`config.mk`:
```
export PLATFORM = sky130hd
export DESIGN_NAME = scc_mem_arbiter
export DESIGN_NICKNAME = d
export VERILOG_FILES = /design/src/rtl/scc_mem_arbiter.sv
export SDC_FILE = /design/constraint.sdc
export NUM_CORES = 1
export LEC_CHECK = 0
export ABC_AREA = 1
export ABC_CLOCK_PERIOD_IN_PS = 2100
export BUFFER_PORTS_ARGS = -buffer_cell sky130_fd_sc_hd__buf_2
export CORE_MARGIN = 2
export CORE_UTILIZATION = 27
export CTS_CLUSTER_SIZE = 16
export DETAILED_ROUTE_END_ITERATION = 12
export PLACE_DENSITY = 0.61
export SLEW_MARGIN = 40
export SYNTH_ARGS = -nofsm -noshare
export SYNTH_HDL_FRONTEND = slang
export SYNTH_SLANG_ARGS = --single-unit
```
`constraint.sdc`:
```
create_clock -name clk -period 2.1 [get_ports clk]
set_clock_uncertainty 0.2 [all_clocks]
set_input_delay 0.315 -clock clk [delete_from_list [all_inputs] [get_ports clk]]
set_output_delay 0.315 -clock clk [all_outputs]
set_load 0.02 [all_outputs]
```
`src/rtl/scc_mem_arbiter.sv`:
```
// ============================================================================
//  Module   : scc_mem_arbiter
//  Brief    : Two-requester (fetch/data) arbiter onto one shared memory port,
//             with bounded data-burst fairness, halt handling and error flags.
//  Revision : 1.0 - initial release
// ============================================================================
`default_nettype none

module scc_mem_arbiter #(
    parameter int MEM_LAT        = 1,
    parameter int MAX_DATA_BURST = 3
) (
    input  logic        clk,
    input  logic        rst,
    input  logic        clk_en,
    input  logic        halt_f,
    input  logic        if_req,
    input  logic [31:0] if_addr,
    output logic        if_ack,
    output logic [31:0] if_rdata,
    input  logic        d_req,
    input  logic        d_we,
    input  logic [31:0] d_addr,
    input  logic [31:0] d_wdata,
    output logic        d_ack,
    output logic [31:0] d_rdata,
    output logic        mem_en,
    output logic        mem_we,
    output logic [31:0] mem_addr,
    output logic [31:0] mem_wdata,
    input  logic [31:0] mem_rdata,
    output logic        busy,
    output logic        halted,
    output logic [1:0]  err_bits
);

    typedef enum logic [1:0] {
        ST_IDLE   = 2'd0,
        ST_WAIT   = 2'd1,
        ST_ACK    = 2'd2,
        ST_HALTED = 2'd3
    } state_t;

    localparam logic [2:0] c_lat       = 3'(MEM_LAT);
    localparam logic [3:0] c_max_burst = 4'(MAX_DATA_BURST);

    state_t      r_state,     w_state_nxt;
    logic [2:0]  r_cnt,       w_cnt_nxt;
    logic [3:0]  r_streak,    w_streak_nxt;
    logic        r_halt_pend, w_halt_nxt;
    logic        r_grant_d,   w_grant_d_nxt;
    logic        r_mem_en_q,  w_mem_en_nxt;
    logic        r_mem_we,    w_mem_we_nxt;
    logic [31:0] r_mem_addr,  w_mem_addr_nxt;
    logic [31:0] r_mem_wdata, w_mem_wdata_nxt;
    logic [31:0] r_if_rdata,  w_if_rdata_nxt;
    logic [31:0] r_d_rdata,   w_d_rdata_nxt;
    logic [1:0]  r_err_bits,  w_err_nxt;
    logic        w_pick_d;

    // Fetch addresses are word-aligned by construction; their low bits carry no meaning.
    logic        w_unused;
    assign w_unused = ^if_addr[1:0];

    always_comb begin
        w_state_nxt     = r_state;
        w_cnt_nxt       = r_cnt;
        w_streak_nxt    = r_streak;
        w_halt_nxt      = r_halt_pend;
        w_grant_d_nxt   = r_grant_d;
        w_mem_en_nxt    = 1'b0;
        w_mem_we_nxt    = r_mem_we;
        w_mem_addr_nxt  = r_mem_addr;
        w_mem_wdata_nxt = r_mem_wdata;
        w_if_rdata_nxt  = r_if_rdata;
        w_d_rdata_nxt   = r_d_rdata;
        w_err_nxt       = r_err_bits;
        // Data has priority unless it has already won MAX_DATA_BURST contended rounds.
        w_pick_d        = d_req && !(if_req && (r_streak == c_max_burst));

        case (r_state)
            ST_IDLE: begin
                if (halt_f) begin
                    w_state_nxt = ST_HALTED;
                end else if (if_req || d_req) begin
                    w_state_nxt  = ST_WAIT;
                    w_cnt_nxt    = c_lat;
                    w_mem_en_nxt = 1'b1;
                    if (w_pick_d) begin
                        w_grant_d_nxt   = 1'b1;
                        w_mem_we_nxt    = d_we;
                        w_mem_addr_nxt  = {d_addr[31:2], 2'b00};
                        w_mem_wdata_nxt = d_wdata;
                        w_streak_nxt    = if_req ? (r_streak + 4'd1) : 4'd0;
                        if (d_addr[1:0] != 2'b00) begin
                            w_err_nxt[1] = 1'b1;
                        end
                    end else begin
                        w_grant_d_nxt   = 1'b0;
                        w_mem_we_nxt    = 1'b0;
                        w_mem_addr_nxt  = {if_addr[31:2], 2'b00};
                        w_mem_wdata_nxt = 32'd0;
                        w_streak_nxt    = 4'd0;
                    end
                end
            end
            ST_WAIT: begin
                w_halt_nxt = r_halt_pend | halt_f;
                w_cnt_nxt  = r_cnt - 3'd1;
                if (r_cnt == 3'd1) begin
                    w_state_nxt = ST_ACK;
                    if (r_grant_d) begin
                        w_d_rdata_nxt = r_mem_we ? 32'd0 : mem_rdata;
                    end else begin
                        w_if_rdata_nxt = mem_rdata;
                    end
                end
            end
            ST_ACK: begin
                w_state_nxt = (r_halt_pend || halt_f) ? ST_HALTED : ST_IDLE;
            end
            ST_HALTED: begin
                if (if_req || d_req) begin
                    w_err_nxt[0] = 1'b1;
                end
            end
            default: begin
                w_state_nxt = ST_IDLE;
            end
        endcase
    end

    always_ff @(posedge clk) begin
        if (rst) begin
            r_state     <= ST_IDLE;
            r_cnt       <= 3'd0;
            r_streak    <= 4'd0;
            r_halt_pend <= 1'b0;
            r_grant_d   <= 1'b0;
            r_mem_en_q  <= 1'b0;
            r_mem_we    <= 1'b0;
            r_mem_addr  <= 32'd0;
            r_mem_wdata <= 32'd0;
            r_if_rdata  <= 32'd0;
            r_d_rdata   <= 32'd0;
            r_err_bits  <= 2'b00;
        end else if (clk_en) begin
            r_state     <= w_state_nxt;
            r_cnt       <= w_cnt_nxt;
            r_streak    <= w_streak_nxt;
            r_halt_pend <= w_halt_nxt;
            r_grant_d   <= w_grant_d_nxt;
            r_mem_en_q  <= w_mem_en_nxt;
            r_mem_we    <= w_mem_we_nxt;
            r_mem_addr  <= w_mem_addr_nxt;
            r_mem_wdata <= w_mem_wdata_nxt;
            r_if_rdata  <= w_if_rdata_nxt;
            r_d_rdata   <= w_d_rdata_nxt;
            r_err_bits  <= w_err_nxt;
        end
    end

    // The strobe is qualified by clk_en so a stalled cycle never issues a memory access.
    assign mem_en    = r_mem_en_q & clk_en;
    assign mem_we    = r_mem_we;
    assign mem_addr  = r_mem_addr;
    assign mem_wdata = r_mem_wdata;
    assign if_ack    = (r_state == ST_ACK) & ~r_grant_d;
    assign d_ack     = (r_state == ST_ACK) &  r_grant_d;
    assign if_rdata  = r_if_rdata;
    assign d_rdata   = r_d_rdata;
    assign busy      = (r_state == ST_WAIT) | (r_state == ST_ACK);
    assign halted    = (r_state == ST_HALTED);
    assign err_bits  = r_err_bits;

endmodule

`default_nettype wire

```
==> results of run 1 <==
[through the flow]
stage,utilization [%],hold slack (ns),cell area [sq um],power (mW),setup WS [ns]
finish,42.29,0.02584,9171,7.761,0.1499
global route,42.29,0.02673,9171,8.216,0.04319
CTS,42.00,0.001516,9110,7.823,0.02337
detailed placement,35.06,0.2550,7605,4.661,0.07900
global placement,35.06,0.2389,7605,4.644,0.1272
floorplan,-,0.2401,5938,4.065,0.3887
[sequential cells by signal, summed over array words and instances (netlist names)]
signal       cells
r_mem_en_q       1
mem_we           1
mem_addr        30
if_rdata        32
err_bits         2
r_halt_pend      1
r_state          2
mem_wdata       32
d_rdata         32
r_cnt            3
r_streak         4
r_grant_d        1
[worst max-delay path by stage]
stage / endpoint / cells after the start / from
2_1_floorplan: mem_wdata[13] / 10 / r_state[0]
3_3_place_gp: mem_we / 7 / d_req
3_5_place_dp: mem_wdata[19] / 7 / d_req
4_1_cts: mem_wdata[8] / 8 / if_req
5_1_grt: mem_wdata[8] / 9 / r_state[1]
6_report: mem_wdata[8] / 8 / if_req
[what timing repair did]
item,4_1_cts,5_1_grt
buffers inserted,0,0
endpoints found under the setup margin,0,62
endpoints found under the hold margin,93,0
hold buffers,93,0
gates resized for setup,0,8
[logic make-up after synthesis]
logic type	after synthesis
compound gates	116
xor+xnor	1
fa+ha+maj	7
buf+inv	140
flops	141
other cells	1
simple gates	467
[cells in the mapped netlist]
cell type	n	area [sq um]
xnor2_1	1	8.760
inv_2	3	11.26
o21ai_1	7	35.03
buf_6	1	11.26
o21a_1	1	7.510
a21oi_1	44	220.2
nor3_1	2	10.01
a31oi_1	2	12.51
dfxtp_1	141	2823
o21ai_0	62	310.3
buf_1	6	22.52
nand4_1	1	6.260
buf_2	20	100.1
nor3_4	1	16.27
nand2_1	191	716.9
inv_1	82	307.8
clkbuf_1	25	93.84
nand3_1	67	335.3
buf_4	3	22.52
ha_1	7	87.58
conb_1	1	3.750
or2_2	1	6.260
nor2_1	204	765.7
[layer usage]
metal	vias up	GRT usage, %	wire [um]
met4	0	5.741	368
met2	249	26.15	8679
met1	2954	19.79	8409
met5	-	0	0
met3	27	4.551	1335
li1	3398	-	-
[final cells by class]
class / count / area [sq um] / share of cell area [%]
Sequential cell: 141 / 2823 / 30.78
Tap cell: 280 / 350.3 / 3.820
Timing Repair Buffer: 381 / 2531 / 27.60
Inverter: 85 / 321.6 / 3.506
Multi-Input combinational cell: 593 / 2569 / 28.01
Clock buffer: 19 / 432.9 / 4.720
Antenna cell: 1 / 2.502 / 0.02729
Clock inverter: 13 / 141.4 / 1.542
[worst reg2reg max path, cell delays in order (launching register included)]
cell and delay, ns:
dfxtp_1 0.33, inv_1 0.10, ha_1 0.18, inv_1 0.06
nor2_1 0.16, nand3_4 0.15, nor2_4 0.16, buf_4 0.21
nand2_1 0.10, a21oi_1 0.18
[power by group]
group | switching (mW) | internal [mW]
clock | 1.22 | 1.76
combinational | 1.08 | 0.737
sequential | 0.0983 | 2.86
total | 2.40 | 5.36
==> impl_summary.txt, run 1 <==
----------------------------------------------------
[Clock network]
  Clock network latency to the later pin of the worst-skew pair ... 0.41 ns
  Maximum buffer depth of the clock tree ... 2
  Clock root buffer ... clkbuf_16
  Level count of the clock H-tree ... 4
  Clock slew at the register clock pins of the worst setup and hold paths ... 0.07 ns
  Total CTS buffers ... 17
  Sinks on the clock net ... 141
  TritonCTS clock tree ... built

[Route]
  Vias after detailed routing ... 6628
  Post-detailed-route DRC marker count ... 0
  Drt first-iter violations ... 338
  Routed Wire Length ... 18790 um
  Routed via count divided by cell count ... 4.381
  Length of the first detailed-routing pass in iterations ... 5
  ANT nets after route ... 0
  Wire length per cell ... 12.42 um

[Min path]
  Worst Hold Endpoint ... mem_addr[29]
  Startpoint of the most critical hold path ... d_addr[29]
  Cell count of the worst hold path ... 5
  Path type of the worst min-delay path ... input pin to flip-flop

[Critical path]
  Slowest cell on the critical path ... dlygate4sd3_1
  Data required time at the worst endpoint ... 2.24 ns
  Crit-path cells ... dlygate4sd3_1 -> buf_2 -> inv_1 -> nand2_1 -> nand3_4 -> buf_6 -> nand2_1 -> a21oi_1
  Crit Path Class ... input pin to flip-flop
  Crit end category ... flip-flop
  Kind of cell adding the most delay to the critical path ... buffers and inverters
  Worst setup slack for register-to-register paths ... 0.19 ns
  Critical-path maximum fanout ... 33
  Sum of buffers and inverters on the critical path ... 4
  Worst reg2reg path depth ... 9
  Most Frequent Cell on Critical Path ... nand2_1
  Startpoint class of the critical path ... input pin
  Crit path arrival time ... 2.09 ns
  Reg-to-reg startpoint ... r_state[1]
  Worst R2R End ... mem_wdata[8]
  Largest stage delay on the critical path ... 0.55 ns

[Placement]
  Number of placed instances with taps included ... 1386
  Hpwl dp ... 12330 um
  Port Buf Inserts ... 266
  Final RePlAce weighted congestion ... 0.7752

[Layout]
  Count of placed standard cells in the final layout, fillers left out ... 1513
  Commonest non-fill, non-tap cells in the layout ... buf_2 (266), nor2_1 (203), nand2_1 (190)
  Fraction of layout cells with a size suffix above 1 ... 26.54%
  Most common library cell in the layout ignoring fill and taps ... buf_2
  NumNets Final ... 1361
  Layout overhead on the synthesized area ... 54.54%
  Total of fill cells in the finished design ... 2243

[STA]
  RSZ-0062 raised after global routing ... false
  Setup Total Neg Slack ... 0 ns
  Crit path time final ... 1.950 ns
  Peak Freq ... 512.8 MHz
  Final setup violation count ... 0
  Final Hold Vio Count ... 0
  Share of the clock period used by the worst path after layout ... 92.86%
  Max-slew violations ... 0

[Flow run]
  Max Cap Viol ... 0

[Floorplan]
  Floorplan row count ... 54
  Num ports ... 271
  Die span in y ... 152.3 um
  Horizontal die dimension ... 152.3 um
  Starting density of the core ... 27.36%
  Die Area ... 23180 sq um
  Area of the core region ... 21690 sq um

[Logic synthesis]
  Post-synthesis mux area share ... 0%
  Number of different library cells in the post-synthesis netlist ... 23
  Main combinational cell family by area after synthesis ... simple AND/OR/NAND/NOR gates
  Compound-Gate Fraction of Synth Area ... 9.867%
  Cells after synthesis ... 873
  Mean instance size in the synthesized netlist ... 6.798 sq um
  Post-Synth XOR/XNOR Area ... 0.1476%
  Netlist Area Pre-Place ... 5934 sq um
  Synthesized flop and latch total ... 141
  Simple-gate area share of the yosys netlist ... 31.29%
  Synth Warn # ... 0
  Adder-cell share of the synthesized area ... 1.476%
  Proportion of synthesized chip area in sequential cells ... 47.56%

[Pwr]
  Highest ir drop seen on vdd ... 0.0004478 V
  Leakage ... 4.613 nW
  Power Density ... 846.2 nW/um^2

[Global route]
  Wire length of the first global-routing pass ... 30400 um
  Global-route usage over all layers ... 15.87%
  Vias in the first global route ... 6252
  Maximum number of pins on one net before global-route repair ... 65
  Overflow left after global routing ... 0
  Number of antenna violations at the first check in global routing ... 1

[Outcome]
  Status ... finished, final reports clean

----------------------------------------------------
Note: power is estimated with default switching activity, not from simulation.
==> run 2: changes to the inputs <==
--- a/config.mk
+++ b/config.mk
@@ -13,6 +13,7 @@
 export CTS_CLUSTER_SIZE = 16
 export DETAILED_ROUTE_END_ITERATION = 12
 export PLACE_DENSITY = 0.61
+export REMOVE_ABC_BUFFERS = 1
 export SLEW_MARGIN = 40
 export SYNTH_ARGS = -nofsm -noshare
 export SYNTH_HDL_FRONTEND = slang
==> impl_summary.txt, run 2 (synthesis results as in run 1) <==
----------------------------------------------------
[Critical path]
  Data required time at the worst endpoint ... 2.25 ns (was 2.24 ns)
  Crit end category ... flip-flop (unchanged)
  Startpoint class of the critical path ... input pin (unchanged)
  Worst R2R End ... if_rdata[31] (was mem_wdata[8])
  Sum of buffers and inverters on the critical path ... 4 (unchanged)
  Crit path arrival time ... 2.14 ns (was 2.09 ns)
  Most Frequent Cell on Critical Path ... nand2_1 (unchanged)
  Worst setup slack for register-to-register paths ... 0.16 ns (was 0.19 ns)
  Slowest cell on the critical path ... dlygate4sd3_1 (unchanged)
  Worst reg2reg path depth ... 8 (was 9)
  Crit-path cells ... dlygate4sd3_1 -> buf_2 -> inv_1 -> nor2_1 -> nand2_1 -> nand2_1 -> nor2_4 -> buf_12 -> nand2_1 -> a21oi_1 (was dlygate4sd3_1 -> buf_2 -> inv_1 -> nand2_1 -> nand3_4 -> buf_6 -> nand2_1 -> a21oi_1)
  Largest stage delay on the critical path ... 0.55 ns (about the same)
  Reg-to-reg startpoint ... r_state[1] (unchanged)
  Kind of cell adding the most delay to the critical path ... buffers and inverters (unchanged)
  Crit Path Class ... input pin to flip-flop (unchanged)
  Critical-path maximum fanout ... 20 (was 33)

[Min path]
  Startpoint of the most critical hold path ... if_addr[10] (was d_addr[29])
  Cell count of the worst hold path ... 5 (unchanged)
  Path type of the worst min-delay path ... input pin to flip-flop (unchanged)
  Worst Hold Endpoint ... mem_addr[10] (was mem_addr[29])

[Route]
  Drt first-iter violations ... 316 (was 338)
  ANT nets after route ... 0 (unchanged)
  Wire length per cell ... 12.75 um (was 12.42 um)
  Post-detailed-route DRC marker count ... 0 (unchanged)
  Length of the first detailed-routing pass in iterations ... 4 (was 5)
  Vias after detailed routing ... 6633 (was 6628)
  Routed Wire Length ... 19280 um (was 18790 um)
  Routed via count divided by cell count ... 4.387 (was 4.381)

[Global route]
  Number of antenna violations at the first check in global routing ... 0 (was 1)
  Maximum number of pins on one net before global-route repair ... 69 (was 65)
  Overflow left after global routing ... 0 (unchanged)
  Global-route usage over all layers ... 16.33% (was 15.87%)
  Wire length of the first global-routing pass ... 31190 um (was 30400 um)
  Vias in the first global route ... 6474 (was 6252)

[Flow run]
  Max Cap Viol ... 0 (unchanged)

[Layout]
  Combined area of the multi-input logic cells ... 2565 sq um (was 2569 sq um)
  Commonest non-fill, non-tap cells in the layout ... buf_2 (266), nor2_1 (203), nand2_1 (191) (was buf_2 (266), nor2_1 (203), nand2_1 (190))
  Layout overhead on the synthesized area ... 54.94% (was 54.54%)
  Sequential Area ... 2823 sq um (unchanged)
  NumNets Final ... 1361 (unchanged)
  Total of fill cells in the finished design ... 2206 (was 2243)
  # diodes ... 0 (was 1)
  Most common library cell in the layout ignoring fill and taps ... buf_2 (unchanged)
  Fraction of layout cells with a size suffix above 1 ... 26.79% (was 26.54%)

[STA]
  Final setup slack of the worst path ... 0.1076 ns (was 0.1499 ns)
  Final Hold Vio Count ... 0 (unchanged)
  RSZ-0062 raised after global routing ... false (unchanged)
  Hold Slack ... 0.02022 ns (was 0.02584 ns)
  Share of the clock period used by the worst path after layout ... 94.87% (was 92.86%)
  Setup Total Neg Slack ... 0 ns (unchanged)
  Crit path time final ... 1.992 ns (was 1.950 ns)
  Max-slew violations ... 0 (unchanged)
  Peak Freq ... 501.9 MHz (was 512.8 MHz)
  Final setup violation count ... 0 (unchanged)

[Clock network]
  Clock slew at the register clock pins of the worst setup and hold paths ... 0.08 ns (was 0.07 ns)
  Maximum buffer depth of the clock tree ... 2 (unchanged)
  Level count of the clock H-tree ... 4 (unchanged)
  Clock network latency to the later pin of the worst-skew pair ... 0.42 ns (was 0.41 ns)
  Total CTS buffers ... 17 (unchanged)
  Sinks on the clock net ... 141 (unchanged)
  TritonCTS clock tree ... built (unchanged)
  Setup bufs post-CTS ... 0 (unchanged)
  Clock root buffer ... clkbuf_16 (unchanged)

[Floorplan]
  Die span in y ... 152.3 um (unchanged)
  Die Area ... 23180 sq um (unchanged)
  Horizontal die dimension ... 152.3 um (unchanged)
  Area of the core region ... 21690 sq um (unchanged)
  Num ports ... 271 (unchanged)
  Starting density of the core ... 27.36% (unchanged)
  Floorplan row count ... 54 (unchanged)

[Pwr]
  Power Density ... 858.6 nW/um^2 (was 846.2 nW/um^2)
  Leakage ... 4.625 nW (was 4.613 nW)
  Highest ir drop seen on vdd ... 0.0004624 V (was 0.0004478 V)
  Post-layout total power ... 7.894 mW (was 7.761 mW)

[Placement]
  Port Buf Inserts ... 266 (unchanged)
  Placement Setup Slack ... 0.08100 ns (was 0.07900 ns)
  Final RePlAce weighted congestion ... 0.8022 (was 0.7752)
  Hpwl dp ... 12660 um (was 12330 um)

[Outcome]
  Status ... finished, final reports clean (unchanged)

----------------------------------------------------
[run 2: changes by cell type in the layout (fill, tap and decap cells not counted), moves of 2 or more]
cell      before  now
clkbuf_1       2    0
clkinv_2       4    0
clkinv_8       0    2
inv_6          2    6
inv_8          1    4
[run 2: repair_timing]
| action | 4_1_cts | 5_1_grt |
|---|---|---|
| hold buffers | 93 | 0 |
| endpoints found under the hold margin | 93 | 0 |
| resized for setup | 0 | 7 |
| endpoints found under the setup margin | 0 | 68 |
[run 2: metrics by stage]
stage | area [sq um] | instances | utilization (%)
6_report | 9195 | 1512 | 42.40
3_5_place_dp | 7605 | 1386 | 35.06
4_1_cts | 9145 | 1511 | 42.17
2_1_floorplan | 5688 | 819 | -
3_3_place_gp | 7605 | 1386 | 35.06
5_1_grt | 9195 | 1512 | 42.40
[run 2: worst max path at each step]
| stage | cells past startpoint | slack, ns | end | start |
|---|---|---|---|---|
| 5_1_grt | 9 | 0.01 | r_streak[3] | r_state[1] |
| 3_3_place_gp | 8 | 0.12 | mem_we | r_state[0] |
| 3_5_place_dp | 9 | 0.08 | r_grant_d | r_state[1] |
| 6_report | 10 | 0.11 | mem_wdata[26] | if_req |
| 2_1_floorplan | 8 | -1.48 | r_streak[3] | r_streak[0] |
| 4_1_cts | 9 | 0.06 | r_grant_d | r_state[0] |
[run 2: power by group]
part           switching (mW)  leakage, nW  internal (mW)
registers               0.104         1.14           2.86
clock network            1.40        0.296           1.72
logic                    1.09         3.19          0.719
total                    2.59         4.62           5.30
[run 2: final cells by class]
type | count | area share (%)
Inverter | 85 | 3.524
Clock inverter | 15 | 2.000
Clock buffer | 17 | 4.626
Tap cell | 280 | 3.810
Sequential cell | 141 | 30.70
Timing Repair Buffer | 381 | 27.45
Multi-Input combinational cell | 593 | 27.89
[run 2: routing by layer]
metal / wire [um] / part of all wire [%] / global-route usage (%) / up-vias
met4: 484 / 2.5 / 7.388 / 0
met5: 0 / 0 / 0 / -
li1: - / - / - / 3388
met2: 8835 / 46 / 26.98 / 263
met3: 1463 / 7.6 / 4.693 / 35
met1: 8497 / 44 / 19.71 / 2947
[run 2: tightest hold or removal path, delay by kind of cell]
kind	cells	cell delay (ns)
buf+inv	2	0.11
simple gates	3	0.18
==> run 3: changes to the inputs <==
--- a/config.mk
+++ b/config.mk
@@ -5,14 +5,13 @@
 export SDC_FILE = /design/constraint.sdc
 export NUM_CORES = 1
 export LEC_CHECK = 0
-export ABC_AREA = 1
 export ABC_CLOCK_PERIOD_IN_PS = 2100
 export BUFFER_PORTS_ARGS = -buffer_cell sky130_fd_sc_hd__buf_2
 export CORE_MARGIN = 2
-export CORE_UTILIZATION = 27
+export CORE_UTILIZATION = 48
 export CTS_CLUSTER_SIZE = 16
 export DETAILED_ROUTE_END_ITERATION = 12
-export PLACE_DENSITY = 0.61
+export PLACE_DENSITY = 0.9
 export REMOVE_ABC_BUFFERS = 1
 export SLEW_MARGIN = 40
 export SYNTH_ARGS = -nofsm -noshare
==> impl_summary.txt, run 3 <==
----------------------------------------------------
[Floorplan]
  Die span in y ... 120.0 um (was 152.3 um)
  Num ports ... 271 (unchanged)
  Horizontal die dimension ... 120.0 um (was 152.3 um)
  Die Area ... 14390 sq um (was 23180 sq um)
  Floorplan row count ... 42 (was 54)
  Area of the core region ... 13190 sq um (was 21690 sq um)
  Starting density of the core ... 48.94% (was 27.36%)

[Pwr]
  Power Density ... 850.7 nW/um^2 (was 858.6 nW/um^2)
  Highest ir drop seen on vdd ... 0.0005057 V (was 0.0004624 V)
  Leakage ... 3.707 nW (was 4.625 nW)
  Post-layout total power ... 7.666 mW (was 7.894 mW)

[Global route]
  Overflow left after global routing ... 0 (unchanged)
  Vias in the first global route ... 6982 (was 6474)
  Global-route usage over all layers ... 29.16% (was 16.33%)
  Number of antenna violations at the first check in global routing ... 1 (was 0)
  Maximum number of pins on one net before global-route repair ... 65 (was 69)
  Wire length of the first global-routing pass ... 33960 um (was 31190 um)

[STA]
  Max-slew violations ... 0 (unchanged)
  Worst slew margin ... 61.52%
  Slew at the pin closest to its max-slew limit ... 0.5764 ns
  Final setup slack of the worst path ... 0.01980 ns (was 0.1076 ns)
  Crit path time final ... 2.080 ns (was 1.992 ns)
  RSZ-0062 raised after global routing ... true (was false)
  Peak Freq ... 480.7 MHz (was 501.9 MHz)
  Final Hold Vio Count ... 0 (unchanged)
  Share of the clock period used by the worst path after layout ... 99.06% (was 94.87%)
  Final setup violation count ... 0 (unchanged)
  Setup Total Neg Slack ... 0 ns (unchanged)

[Critical path]
  Critical-path maximum fanout ... 64 (was 20)
  Data required time at the worst endpoint ... 2.20 ns (was 2.25 ns)
  Startpoint class of the critical path ... flip-flop (was input pin)
  Crit end category ... flip-flop (unchanged)
  Worst setup slack for register-to-register paths ... 0.02 ns (was 0.16 ns)
  Crit path arrival time ... 2.18 ns (was 2.14 ns)
  Crit Path Class ... flip-flop to flip-flop (was input pin to flip-flop)

[Placement]
  Final RePlAce weighted congestion ... 0.8422 (was 0.8022)
  Post-detailed-placement cell area ... 7825 sq um (was 7605 sq um)
  Number of placed instances with taps included ... 1107 (was 1386)
  Placement Setup Slack ... 0.1118 ns (was 0.08100 ns)
  Port Buf Inserts ... 266 (unchanged)
  Hpwl dp ... 12670 um (was 12660 um)

[Route]
  Wire length per cell ... 18.12 um (was 12.75 um)
  ANT nets after route ... 0 (unchanged)
  Post-detailed-route DRC marker count ... 0 (unchanged)
  Length of the first detailed-routing pass in iterations ... 7 (was 4)
  Routed Wire Length ... 21830 um (was 19280 um)
  Routed via count divided by cell count ... 5.960 (was 4.387)
  Drt first-iter violations ... 1158 (was 316)
  Vias after detailed routing ... 7182 (was 6633)

[Clock network]
  Total CTS buffers ... 17 (unchanged)
  Maximum buffer depth of the clock tree ... 2 (unchanged)
  Clock root buffer ... clkbuf_16 (unchanged)
  Clock network latency to the later pin of the worst-skew pair ... 0.40 ns (was 0.42 ns)
  Clock slew at the register clock pins of the worst setup and hold paths ... 0.06 ns (was 0.08 ns)
  TritonCTS clock tree ... built (unchanged)
  Level count of the clock H-tree ... 4 (unchanged)
  Sinks on the clock net ... 141 (unchanged)

[Logic synthesis]
  Proportion of synthesized chip area in sequential cells ... 43.73% (was 47.56%)
  Number of different library cells in the post-synthesis netlist ... 45 (was 23)
  Cells taking the most area after synthesis ... dfxtp_1 (44%), a21oi_1 (10%), nand3_1 (7.4%) (was dfxtp_1 (48%), nor2_1 (13%), nand2_1 (12%))
  Most common cell in the netlist ... dfxtp_1 (was nor2_1)
  Mean instance size in the synthesized netlist ... 8.806 sq um (was 6.798 sq um)
  Post-synth top flop ... dfxtp_1 (unchanged)
  Cell type with the largest total area after synthesis ... dfxtp_1 (unchanged)
  Post-synth EDFFs ... 0 (unchanged)
  Synthesized flop and latch total ... 141 (unchanged)
  Post-synth top cells ... dfxtp_1 (141), a21oi_1 (135), nand3_1 (96), o21ai_0 (95), clkbuf_1 (45) (was nor2_1 (204), nand2_1 (191), dfxtp_1 (141), inv_1 (82), nand3_1 (67))
  Cells after synthesis ... 733 (was 873)
  Post-synthesis async set-or-reset flop share ... 0% (unchanged)
  Synth Warn # ... 0 (unchanged)
  Proportion of netlist area held by the largest area contributor ... 43.73% (was 47.56%)
  Netlist Area Pre-Place ... 6455 sq um (was 5934 sq um)

[Flow run]
  Max Cap Viol ... 0 (unchanged)

[Layout]
  Count of placed standard cells in the final layout, fillers left out ... 1205 (was 1512)
  Fraction of layout cells with a size suffix above 1 ... 35.02% (was 26.79%)
  NumNets Final ... 1158 (was 1361)
  Area of all placed cells without fillers ... 9011 sq um (was 9195 sq um)
  Layout overhead on the synthesized area ... 39.60% (was 54.94%)
  Commonest non-fill, non-tap cells in the layout ... buf_2 (265), dfxtp_1 (140), a21oi_1 (135) (was buf_2 (266), nor2_1 (203), nand2_1 (191))
  Most common library cell in the layout ignoring fill and taps ... buf_2 (unchanged)

[Outcome]
  Status ... finished, final reports clean (unchanged)

[Min path]
  Path type of the worst min-delay path ... input pin to flip-flop (unchanged)

----------------------------------------------------
[run 3: path summary, 6_finish.rpt]
| check | start | end | cells after the start |
|---|---|---|---|
| max | r_state[1] | d_rdata[6] | 6 |
| min | d_addr[0] | err_bits[1] | 3 |
| max reg2reg | r_state[1] | d_rdata[6] | 6 |
| min reg2reg | err_bits[1] | err_bits[1] | 2 |
[run 3: worst max-delay path: stages (launching register included)]
cell      delay [ns]
dfxtp_1         0.33
inv_1           0.09
ha_2            0.31
and4b_2         0.29
buf_12          0.26
nand4b_1        0.17
a21oi_1         0.29
[run 3: area by class of cell]
type | count | area (sq um)
Antenna cell | 1 | 2.502
Clock buffer | 24 | 481.7
Clock inverter | 7 | 40.04
Fill cell | 978 | 4179
Inverter | 11 | 41.29
Multi-Input combinational cell | 490 | 3110
Sequential cell | 141 | 2824
Tap cell | 176 | 220.2
Timing Repair Buffer | 355 | 2291
[run 3: cell families after synthesis]
kind of cell             Yosys count  share of synthesized area (%)
AO/OA/AOI/OAI                    313                          29.99
adder cells (fa/ha/maj)            7                          1.357
buffers and inverters            103                          8.606
flip-flops                       141                          43.73
multiplexers                       4                         0.6978
other                              1                        0.05810
AND/OR/NAND/NOR                  164                          15.57
[run 3: repair_timing]
item                       CTS  global route
setup endpoints to repair    0            42
hold buffers                64             0
gates resized for setup      0             2
buffers inserted             0             2
hold endpoints to repair    80             0
[run 3: metrics by stage]
| step | hold WS [ns] | util, % |
|---|---|---|
| floorplan | 0.1829 | - |
| global route | 0.02176 | 68.32 |
| finish | 0.02264 | 68.32 |
| detailed placement | 0.2419 | 59.32 |
| CTS | 0.002139 | 68.14 |
| global placement | 0.2372 | 59.32 |
[run 3: power by group]
part | internal [mW] | switching, mW
logic | 0.817 | 1.18
registers | 2.87 | 0.118
clock network | 1.59 | 1.09
total | 5.27 | 2.39
[run 3: per-layer routing]
metal	up-vias	part of all wire (%)	global-route usage [%]
met5	-	0	0
met4	0	3.6	15.00
met3	72	9.7	6.939
met2	474	49	50.11
met1	3349	37	33.63
li1	3287	-	-
